==> config.mk <==
export PLATFORM = sky130hd
export DESIGN_NAME = spmv_colidx_fetch_flat
export DESIGN_NICKNAME = d
export VERILOG_FILES = /design/src/rtl/spmv_colidx_fetch_if.sv /design/src/rtl/spmv_colidx_fetch.sv /design/src/flat_wrapper.sv
export SDC_FILE = /design/constraint.sdc
export NUM_CORES = 1
export LEC_CHECK = 0
export CAP_MARGIN = 20
export CORE_ASPECT_RATIO = 1.25
export CORE_MARGIN = 4
export CORE_UTILIZATION = 57
export DETAILED_ROUTE_END_ITERATION = 10
export PLACE_DENSITY = 0.86
export SLEW_MARGIN = 20
export SYNTH_ARGS = -nofsm -noshare
export SYNTH_HDL_FRONTEND = slang
export SYNTH_SLANG_ARGS = --single-unit
export TNS_END_PERCENT = 30
==> constraint.sdc <==
create_clock -name clk -period 10.96 [get_ports clk]
set_input_delay 3.288 -clock clk [delete_from_list [all_inputs] [get_ports clk]]
set_output_delay 3.288 -clock clk [all_outputs]
set_load 0.01 [all_outputs]
==> src/rtl/spmv_colidx_fetch_if.sv <==
// AXI read-address/read-data channels plus the AXI-Stream output of the
// column-index fetcher, bundled so the fetcher and its neighbours share one port.
interface spmv_colidx_fetch_if #(
    parameter int ADDR_WIDTH = 48,
    parameter int DATA_WIDTH = 32,
    parameter int ID_WIDTH   = 1
);
    logic [ID_WIDTH-1:0]   m_axi_arid;
    logic [ADDR_WIDTH-1:0] m_axi_araddr;
    logic [7:0]            m_axi_arlen;
    logic [2:0]            m_axi_arsize;
    logic [1:0]            m_axi_arburst;
    logic                  m_axi_arvalid;
    logic                  m_axi_arready;

    logic [ID_WIDTH-1:0]   m_axi_rid;
    logic [DATA_WIDTH-1:0] m_axi_rdata;
    logic [1:0]            m_axi_rresp;
    logic                  m_axi_rlast;
    logic                  m_axi_rvalid;
    logic                  m_axi_rready;

    logic [DATA_WIDTH-1:0] m_axis_tdata;
    logic                  m_axis_tvalid;
    logic                  m_axis_tready;
    logic                  m_axis_tlast;

    modport master (
        output m_axi_arid, m_axi_araddr, m_axi_arlen, m_axi_arsize, m_axi_arburst, m_axi_arvalid,
        input  m_axi_arready,
        input  m_axi_rid, m_axi_rdata, m_axi_rresp, m_axi_rlast, m_axi_rvalid,
        output m_axi_rready,
        output m_axis_tdata, m_axis_tvalid, m_axis_tlast,
        input  m_axis_tready
    );

    modport slave (
        input  m_axi_arid, m_axi_araddr, m_axi_arlen, m_axi_arsize, m_axi_arburst, m_axi_arvalid,
        output m_axi_arready,
        output m_axi_rid, m_axi_rdata, m_axi_rresp, m_axi_rlast, m_axi_rvalid,
        input  m_axi_rready,
        input  m_axis_tdata, m_axis_tvalid, m_axis_tlast,
        output m_axis_tready
    );
endinterface

==> src/rtl/spmv_colidx_fetch.sv <==
// Column-index fetcher: walks a 4-byte element array with single-beat AXI reads,
// bounded in flight, and streams the returned indices in order with tlast.
module spmv_colidx_fetch #(
    parameter int ADDR_WIDTH      = 48,
    parameter int DATA_WIDTH      = 32,
    parameter int ID_WIDTH        = 1,
    parameter int MAX_OUTSTANDING = 8,
    parameter int CNT_WIDTH       = 32
) (
    input  logic                  clk,
    input  logic                  rst,
    input  logic                  start,
    input  logic [ADDR_WIDTH-1:0] base_addr,
    input  logic [CNT_WIDTH-1:0]  count,
    output logic                  busy,
    output logic                  done,
    output logic                  err_resp,
    spmv_colidx_fetch_if.master   bus
);
    localparam int OUT_W = $clog2(MAX_OUTSTANDING) + 1;
    localparam logic [CNT_WIDTH-1:0] CNT_ONE = 1;
    localparam logic [OUT_W-1:0]     OUT_ONE = 1;
    localparam logic [OUT_W-1:0]     OUT_MAX = OUT_W'(MAX_OUTSTANDING);

    typedef enum logic [1:0] {IDLE, ISSUE, DRAIN, DONE} state_t;

    state_t                state_reg, state_next;
    logic [ADDR_WIDTH-1:0] base_reg;
    logic [CNT_WIDTH-1:0]  count_reg;
    logic [CNT_WIDTH-1:0]  issued_reg;
    logic [CNT_WIDTH-1:0]  returned_reg;
    logic [OUT_W-1:0]      outstanding_reg;
    logic [DATA_WIDTH-1:0] tdata_reg;
    logic                  tvalid_reg;
    logic                  tlast_reg;
    logic                  err_reg;

    logic job_active, start_ok, can_issue;
    logic arvalid, rready;
    logic ar_hs, r_hs, t_hs;
    logic unused_r;

    assign job_active = (state_reg == ISSUE) || (state_reg == DRAIN);
    assign start_ok   = (state_reg == IDLE) && start;
    assign can_issue  = outstanding_reg < OUT_MAX;
    assign ar_hs      = arvalid & bus.m_axi_arready;
    // Beats taken while no job is running are swallowed, not forwarded.
    assign r_hs       = job_active & bus.m_axi_rvalid & rready;
    assign t_hs       = tvalid_reg & bus.m_axis_tready;

    always_ff @(posedge clk or posedge rst) begin
        if (rst) begin
            state_reg <= IDLE;
        end else begin
            state_reg <= state_next;
        end
    end

    always_comb begin
        state_next = state_reg;
        case (state_reg)
            IDLE:    if (start) state_next = (count == '0) ? DONE : ISSUE;
            ISSUE:   if (ar_hs && (issued_reg == count_reg - CNT_ONE)) state_next = DRAIN;
            DRAIN:   if (t_hs && tlast_reg) state_next = DONE;
            DONE:    state_next = IDLE;
            default: state_next = IDLE;
        endcase
    end

    // arvalid only depends on state and the in-flight count, and the count
    // cannot rise without an AR handshake, so a raised arvalid stays raised.
    always_comb begin
        busy    = 1'b0;
        done    = 1'b0;
        arvalid = 1'b0;
        rready  = 1'b1;
        case (state_reg)
            ISSUE: begin
                busy    = 1'b1;
                arvalid = can_issue;
                rready  = ~tvalid_reg | bus.m_axis_tready;
            end
            DRAIN: begin
                busy   = 1'b1;
                rready = ~tvalid_reg | bus.m_axis_tready;
            end
            DONE:    done = 1'b1;
            default: ;
        endcase
    end

    always_ff @(posedge clk or posedge rst) begin
        if (rst) begin
            base_reg        <= '0;
            count_reg       <= '0;
            issued_reg      <= '0;
            returned_reg    <= '0;
            outstanding_reg <= '0;
            tdata_reg       <= '0;
            tvalid_reg      <= 1'b0;
            tlast_reg       <= 1'b0;
            err_reg         <= 1'b0;
        end else begin
            if (start_ok) begin
                base_reg     <= base_addr;
                count_reg    <= count;
                issued_reg   <= '0;
                returned_reg <= '0;
                err_reg      <= 1'b0;
            end else begin
                if (ar_hs) issued_reg <= issued_reg + CNT_ONE;
                if (r_hs) begin
                    returned_reg <= returned_reg + CNT_ONE;
                    if (bus.m_axi_rresp != 2'b00) err_reg <= 1'b1;
                end
            end

            case ({ar_hs, r_hs})
                2'b10:   outstanding_reg <= outstanding_reg + OUT_ONE;
                2'b01:   outstanding_reg <= outstanding_reg - OUT_ONE;
                default: ;
            endcase

            if (r_hs) begin
                tdata_reg  <= bus.m_axi_rdata;
                tvalid_reg <= 1'b1;
                tlast_reg  <= (returned_reg == count_reg - CNT_ONE);
            end else if (bus.m_axis_tready) begin
                tvalid_reg <= 1'b0;
                tlast_reg  <= 1'b0;
            end
        end
    end

    assign err_resp          = err_reg;
    assign bus.m_axi_arid    = '0;
    assign bus.m_axi_araddr  = base_reg + ADDR_WIDTH'({issued_reg, 2'b00});
    assign bus.m_axi_arlen   = 8'd0;
    assign bus.m_axi_arsize  = 3'b010;
    assign bus.m_axi_arburst = 2'b01;
    assign bus.m_axi_arvalid = arvalid;
    assign bus.m_axi_rready  = rready;
    assign bus.m_axis_tdata  = tdata_reg;
    assign bus.m_axis_tvalid = tvalid_reg;
    assign bus.m_axis_tlast  = tlast_reg;

    assign unused_r = ^{bus.m_axi_rid, bus.m_axi_rlast};
endmodule
==> src/flat_wrapper.sv <==
// flat-port wrapper written by rule: the top's interface ports become plain ports
module spmv_colidx_fetch_flat 
#(
    parameter int ADDR_WIDTH      = 48,
    parameter int DATA_WIDTH      = 32,
    parameter int ID_WIDTH        = 1,
    parameter int MAX_OUTSTANDING = 8,
    parameter int CNT_WIDTH       = 32
)
  (clk, rst, start, base_addr, count, busy, done, err_resp, bus_m_axi_arid, bus_m_axi_araddr, bus_m_axi_arlen, bus_m_axi_arsize, bus_m_axi_arburst, bus_m_axi_arvalid, bus_m_axi_arready, bus_m_axi_rid, bus_m_axi_rdata, bus_m_axi_rresp, bus_m_axi_rlast, bus_m_axi_rvalid, bus_m_axi_rready, bus_m_axis_tdata, bus_m_axis_tvalid, bus_m_axis_tlast, bus_m_axis_tready);
  spmv_colidx_fetch_if #(.ADDR_WIDTH(ADDR_WIDTH), .DATA_WIDTH(DATA_WIDTH), .ID_WIDTH(ID_WIDTH)) bus_i ();
  input  logic clk;
  input  logic rst;
  input  logic start;
  input  logic [ADDR_WIDTH-1:0] base_addr;
  input  logic [CNT_WIDTH-1:0] count;
  output logic busy;
  output logic done;
  output logic err_resp;
  output wire logic [$bits(bus_i.m_axi_arid)-1:0] bus_m_axi_arid;
  output wire logic [$bits(bus_i.m_axi_araddr)-1:0] bus_m_axi_araddr;
  output wire logic [$bits(bus_i.m_axi_arlen)-1:0] bus_m_axi_arlen;
  output wire logic [$bits(bus_i.m_axi_arsize)-1:0] bus_m_axi_arsize;
  output wire logic [$bits(bus_i.m_axi_arburst)-1:0] bus_m_axi_arburst;
  output wire logic [$bits(bus_i.m_axi_arvalid)-1:0] bus_m_axi_arvalid;
  input wire logic [$bits(bus_i.m_axi_arready)-1:0] bus_m_axi_arready;
  input wire logic [$bits(bus_i.m_axi_rid)-1:0] bus_m_axi_rid;
  input wire logic [$bits(bus_i.m_axi_rdata)-1:0] bus_m_axi_rdata;
  input wire logic [$bits(bus_i.m_axi_rresp)-1:0] bus_m_axi_rresp;
  input wire logic [$bits(bus_i.m_axi_rlast)-1:0] bus_m_axi_rlast;
  input wire logic [$bits(bus_i.m_axi_rvalid)-1:0] bus_m_axi_rvalid;
  output wire logic [$bits(bus_i.m_axi_rready)-1:0] bus_m_axi_rready;
  output wire logic [$bits(bus_i.m_axis_tdata)-1:0] bus_m_axis_tdata;
  output wire logic [$bits(bus_i.m_axis_tvalid)-1:0] bus_m_axis_tvalid;
  output wire logic [$bits(bus_i.m_axis_tlast)-1:0] bus_m_axis_tlast;
  input wire logic [$bits(bus_i.m_axis_tready)-1:0] bus_m_axis_tready;
  assign bus_m_axi_arid = bus_i.m_axi_arid;
  assign bus_m_axi_araddr = bus_i.m_axi_araddr;
  assign bus_m_axi_arlen = bus_i.m_axi_arlen;
  assign bus_m_axi_arsize = bus_i.m_axi_arsize;
  assign bus_m_axi_arburst = bus_i.m_axi_arburst;
  assign bus_m_axi_arvalid = bus_i.m_axi_arvalid;
  assign bus_i.m_axi_arready = bus_m_axi_arready;
  assign bus_i.m_axi_rid = bus_m_axi_rid;
  assign bus_i.m_axi_rdata = bus_m_axi_rdata;
  assign bus_i.m_axi_rresp = bus_m_axi_rresp;
  assign bus_i.m_axi_rlast = bus_m_axi_rlast;
  assign bus_i.m_axi_rvalid = bus_m_axi_rvalid;
  assign bus_m_axi_rready = bus_i.m_axi_rready;
  assign bus_m_axis_tdata = bus_i.m_axis_tdata;
  assign bus_m_axis_tvalid = bus_i.m_axis_tvalid;
  assign bus_m_axis_tlast = bus_i.m_axis_tlast;
  assign bus_i.m_axis_tready = bus_m_axis_tready;
  spmv_colidx_fetch #(.ADDR_WIDTH(ADDR_WIDTH), .DATA_WIDTH(DATA_WIDTH), .ID_WIDTH(ID_WIDTH), .MAX_OUTSTANDING(MAX_OUTSTANDING), .CNT_WIDTH(CNT_WIDTH)) u_core (.clk(clk), .rst(rst), .start(start), .base_addr(base_addr), .count(count), .busy(busy), .done(done), .err_resp(err_resp), .bus(bus_i));
endmodule
# Yosys cells after proc, flatten, opt, wreduce, memory -nomap -nowiden
# Cells that the tools add are included.
# op_classes
add_sub_neg	6
n_bitwise	6
shifts	0
eq_ne	10
div	0
reduce_logical	15
n_lt_le_gt_ge	1
muxes	20
n_mul	0
# op_table
op	n
two-way mux 32 bit	4
adder 32 x 1 -> 32 bit, second input constant	2
equality test 32 bit	2
adder 48 x 34 -> 48 bit	1
zero test 32 bit	1
subtractor 32 x 1 -> 32 bit, second input constant	1
nonzero test 2 bit	6
two-way mux 1 bit	10
two-way mux 2 bit	4
one-hot mux 2 bit (4 select lines)	1
one-hot mux 4 bit (2 select lines)	1
equality test 2 bit, second input constant	3
!= test 2 bit, second input constant	3
adder 4 x 1 -> 4 bit, second input constant	1
bitwise AND 1 bit	4
equality test 2 x 1 -> 1 bit, second input constant	2
< comparator 4 bit, second input constant	1
subtractor 4 x 1 -> 4 bit, second input constant	1
logical AND 1 bit	3
AND reduction 3 bit	1
zero test 2 bit	1
AND reduction 2 bit	1
OR reduction 2 bit	1
logical OR 1 bit	1
other kinds (2)	2
# word_totals
output_inout_bits	101
rom_bits	0
elab_cells	68
reg_bits	185
latchBits	0
input_bits	122
mem_count	0
ram_bits	0

# Depth between registers and ports, before layout
# logic_depth
depth_word	6
mapped_depth	13
mapped_depth_nobuf	13

# Least setup slack after synthesis
# OpenSTA, ideal clock, no wires.
# synth_timing
path_type	in2out
start	input port bus_m_axis_tready
end	output port bus_m_axi_rready
required_ps	7672
arrival_ps	3577
setup_slack_ps	4095
stages	2
n_path_buf	0
path_cell_list	nor2b_1 -> nand2_1
# synth_via
elab_chain_cells	2
# synth_rtl
element	line_no	text
start: declaration	flat_wrapper.sv:36	input wire logic [$bits(bus_i.m_axis_tready)-1:0] bus_m_axis_tready;
bitwise OR 1 bit	spmv_colidx_fetch.sv:81, spmv_colidx_fetch.sv:85	
two-way mux 1 bit	n/a	
end: declaration	flat_wrapper.sv:32	output wire logic [$bits(bus_i.m_axi_rready)-1:0] bus_m_axi_rready;
# No other way between the ends.

# Worst setup path in the final report
# Ends and elaborated chain as after synthesis.

==> impl_results.rst <==
.. list-table::
   :header-rows: 1

   * - Metric
     - Value
   * - Cell class contributing the biggest share of worst-path delay
     - buffers and inverters
   * - Final count of pins violating max slew
     - 0
   * - Number of warnings issued by yosys
     - 0
   * - Vias in the first global route
     - 9,768
   * - Launch point of the worst reg-to-reg path
     - u_core.count_reg[0]
   * - HP Start
     - u_core.outstanding_reg[3]
   * - Count of buffers added by post-CTS timing repair for setup
     - 0
   * - Post-Route Skew
     - 10.40 ps
   * - Master of the slowest instance on the critical path
     - clkdlybuf4s50_1
   * - Gate count of the mapped netlist
     - ~1,200
   * - Final #Nets
     - between 1,500 and 2,000
   * - Unique cell type count in the Yosys netlist
     - 72
   * - Final setup viols
     - 0
   * - Kind of end point of the critical path
     - primary output
   * - Biggest fanout along the worst timing path
     - 4
   * - Setup slack of the worst register-to-register path
     - around 6500 ps
   * - Die Y
     - between 150 and 200 µm
   * - Average vias per placed instance
     - a little under 6
   * - Number of DRC markers after the initial detailed-route iteration
     - 631
   * - Clock buffers created by TritonCTS
     - 17
   * - Run status
     - finished, final reports clean
   * - Transition at the pin with the smallest max-transition slack
     - 986.4 ps
   * - Starting density of the core
     - 58.01%
   * - Post-synth ARST share
     - 100.0%
   * - TritonCTS clock tree
     - done
   * - Final WL
     - 29.65 mm
   * - Total power
     - 3.436 mW
   * - Depth of the CTS H-tree
     - 4
   * - Static leakage
     - 6.025 nW
   * - Antenna violations before repair
     - 0
   * - Count of antenna diodes in the layout
     - 0
   * - Achievable frequency
     - 124.0 MHz
   * - Max cap viols
     - 0
   * - Number of buffers and inverters on the critical path
     - 2
   * - Storage cell area
     - 4629 µm²
   * - Die X
     - 136.2 µm
   * - Quantity of gates resized following cts
     - 0
   * - Shortest period the worst path allows
     - 8065 ps
   * - Portion of the post-synthesis area used by sequential elements
     - about two fifths
   * - Number of flops mapped to enable cells by yosys
     - 0
   * - IO Port Bufs
     - 206
   * - Ys flop type
     - dfrtp_1
   * - Num rows
     - 58
   * - Longest Clk Path Bufs
     - 2
   * - CP cell instances
     - clkdlybuf4s50_1 > nor2b_1 > nand2_1 > clkdlybuf4s50_1
   * - Post-synthesis cell area
     - approximately 12,000 µm²
   * - Maximum number of pins on one net before global-route repair
     - 78
   * - Area of the multi-input gates
     - 6655 µm²
   * - Global-route congestion overflow total
     - 0
   * - Number of nets with antenna violations after detailed routing
     - 0
   * - Pwr/cell area
     - about 240 nW/µm²
   * - Routability Congestion
     - 0.9698
   * - Reg-to-Reg End
     - u_core.state_reg[1]
   * - Max VDD drop
     - 0.0002085 V
   * - Number of filler instances in the final layout
     - roughly 1,500
   * - Clock-pin slew on the worst setup and hold paths
     - 70 ps
   * - Placed cell area
     - around 14,000 µm²
   * - Number of instances on the worst hold path
     - 1
   * - Final cell area excluding filler cells
     - 14,480 µm²
   * - Final routed DRC violation total
     - 0
   * - Routed len/inst
     - 17.97 µm
   * - Count of TritonRoute iterations in the first routing pass
     - 5
   * - Delay contributed by the slowest stage of the critical path
     - 500 ps
   * - Wire length of the first global-routing pass
     - 48.52 mm
   * - CP required
     - 7670 ps
   * - Insertion delay to the later sink of the worst-skew pair
     - 430 ps
   * - Half-perimeter wire length of the detailed placement result
     - roughly 22 mm
   * - Number of clock sinks
     - 185
   * - Synth Register Bits
     - 185
   * - Max_slew headroom
     - 33.64%
   * - Total core area
     - 20,170 µm²
   * - Largest register FFs
     - 48
   * - Data arrival time of the critical path
     - 4780 ps
   * - Vias after detailed routing
     - about 10,000
   * - Startpoint type of the worst setup path
     - input pin
   * - Count of endpoints failing hold in the final timing report
     - 0
   * - Setup CP Type
     - input pin to primary output
   * - Setup repair after global routing missed its margin
     - no
   * - CTS Root Cell
     - clkbuf_16
   * - Worst min-delay path endpoint
     - u_core.outstanding_reg[3]
   * - Growth of design area from synthesis to finish
     - 23.70%
   * - Die Footprint
     - about 23,000 µm²
   * - Share of layout cells above drive strength 1
     - roughly 12%
   * - Top-Level Pins
     - 223
   * - Number of hold buffers added after cts
     - 0
   * - Critical Path Most Common Cell
     - clkdlybuf4s50_1
   * - Global-route usage over all layers
     - 26.16%
   * - Number of cells on the worst reg-to-reg path
     - 11
   * - Hold WC Path Type
     - register to register
   * - Post-route fraction of the period consumed by the critical path
     - 73.59%
   * - Final sum of negative setup slack
     - 0 ps
   * - Avg Inst Size Synth
     - approximately 9.8 µm²
routing by layer:
layer | vias up | share of wire, % | wire length (µm) | global-route usage [%]
met5 | - | 0 | 0 | 0
met4 | 0 | 3.1 | 908 | 9.163
met3 | 56 | 6.0 | 1769 | 4.991
met2 | 339 | 50 | 14890 | 45.03
met1 | 4762 | 41 | 12080 | 32.76
li1 | 4564 | - | - | -
layout by cell type (no fill, tap or decap), types with 9 or more instances in the layout:
cell	instances
and3_1	15
nor2b_1	10
inv_1	33
o21a_1	9
xnor2_1	93
conb_1	14
clkbuf_16	17
a21oi_1	47
nand3_1	36
nand4_1	31
nand2_1	72
nor3_1	25
clkdlybuf4s50_1	206
mux2_2	108
a21o_1	14
nor4_1	21
o211ai_1	10
or3_1	16
nor2_1	106
dfrtp_1	185
o21ai_0	45
a31oi_1	10
xor2_1	89
ha_1	43
worst register-to-register path, stage by stage (launching register included):
cell      delay [ps]
dfrtp_1          460
inv_1            100
ha_1             270
nor3b_4          380
nand4_1          580
nor3_1           920
nor2_1           110
a2111o_1         400
nor4_1           260
and4_1           270
a31oi_1          200
mux2_1           370
cells in the mapped netlist (all sizes together) (3+ instances only):
library cell / number / share of area [%]
o21ai: 45 / 1.9
dfrtp: 185 / 40
or4: 7 / 0.51
a21o: 14 / 0.90
buf: 31 / 1.6
a211oi: 8 / 0.51
nor3b: 5 / 0.46
a21boi: 3 / 0.19
a211o: 3 / 0.22
nor4: 23 / 1.3
nand2b: 7 / 0.37
nand3b: 4 / 0.26
a311oi: 4 / 0.30
and3: 15 / 0.80
a31oi: 10 / 0.53
o211ai: 10 / 0.64
nand3: 36 / 1.5
and2: 3 / 0.16
nor3: 29 / 1.4
and4: 7 / 0.52
nor2b: 10 / 0.53
clkbuf: 43 / 1.4
o31ai: 3 / 0.19
nand2: 72 / 2.3
mux2: 109 / 10
inv: 34 / 1.1
o21a: 9 / 0.58
xor2: 89 / 6.7
or3: 16 / 0.86
ha: 43 / 4.6
nand4: 31 / 1.7
mux2i: 6 / 0.51
a21oi: 47 / 2.0
xnor2: 93 / 7.0
nor2: 107 / 3.4
cell type report:
class / instances / area share [%]
Timing Repair Buffer: 210 / 14.45
Sequential cell: 185 / 31.98
Inverter: 34 / 0.9162
Tap cell: 270 / 2.334
Clock buffer: 17 / 2.939
Multi-Input combinational cell: 919 / 45.97
Clock inverter: 15 / 1.409
worst max path at each step:
stage | from | to | cells after the start
after floorplan | rst | u_core.base_reg[0] | 1
final | bus_m_axis_tready | bus_m_axi_rready | 4
after detailed placement | bus_m_axis_tready | bus_m_axi_rready | 4
after CTS | bus_m_axis_tready | bus_m_axi_rready | 4
after global placement | bus_m_axis_tready | bus_m_axi_rready | 4
after global routing | bus_m_axis_tready | bus_m_axi_rready | 4
cell families after synthesis:
kind of cell / synth area share [%]
adder cells (fa/ha/maj): 4.940
multiplexers: 11.00
AND/OR/NAND/NOR: 16.67
other: 0.06417
buffers and inverters: 4.041
AO/OA/AOI/OAI: 10.10
XOR/XNOR: 13.62
flip-flops: 39.56
per-stage QoR:
| step | hold slack, ps | instances | worst slack [ps] | util, % |
|---|---|---|---|---|
| floorplan | 442.3 | 1212 | 2643 | - |
| global placement | 455.6 | 1618 | 2901 | 68.64 |
| detailed placement | 465.5 | 1618 | 2906 | 68.64 |
| CTS | 481.6 | 1650 | 2880 | 71.76 |
| global route | 509.7 | 1650 | 2821 | 71.76 |
| finish | 477.7 | 1650 | 2895 | 71.76 |
report_power, final:
group	switching, mW	total [mW]	internal [mW]
clock network	0.306	0.639	0.332
logic	0.721	1.60	0.879
registers	0.278	1.20	0.920
(Power assumes the default switching activity.)
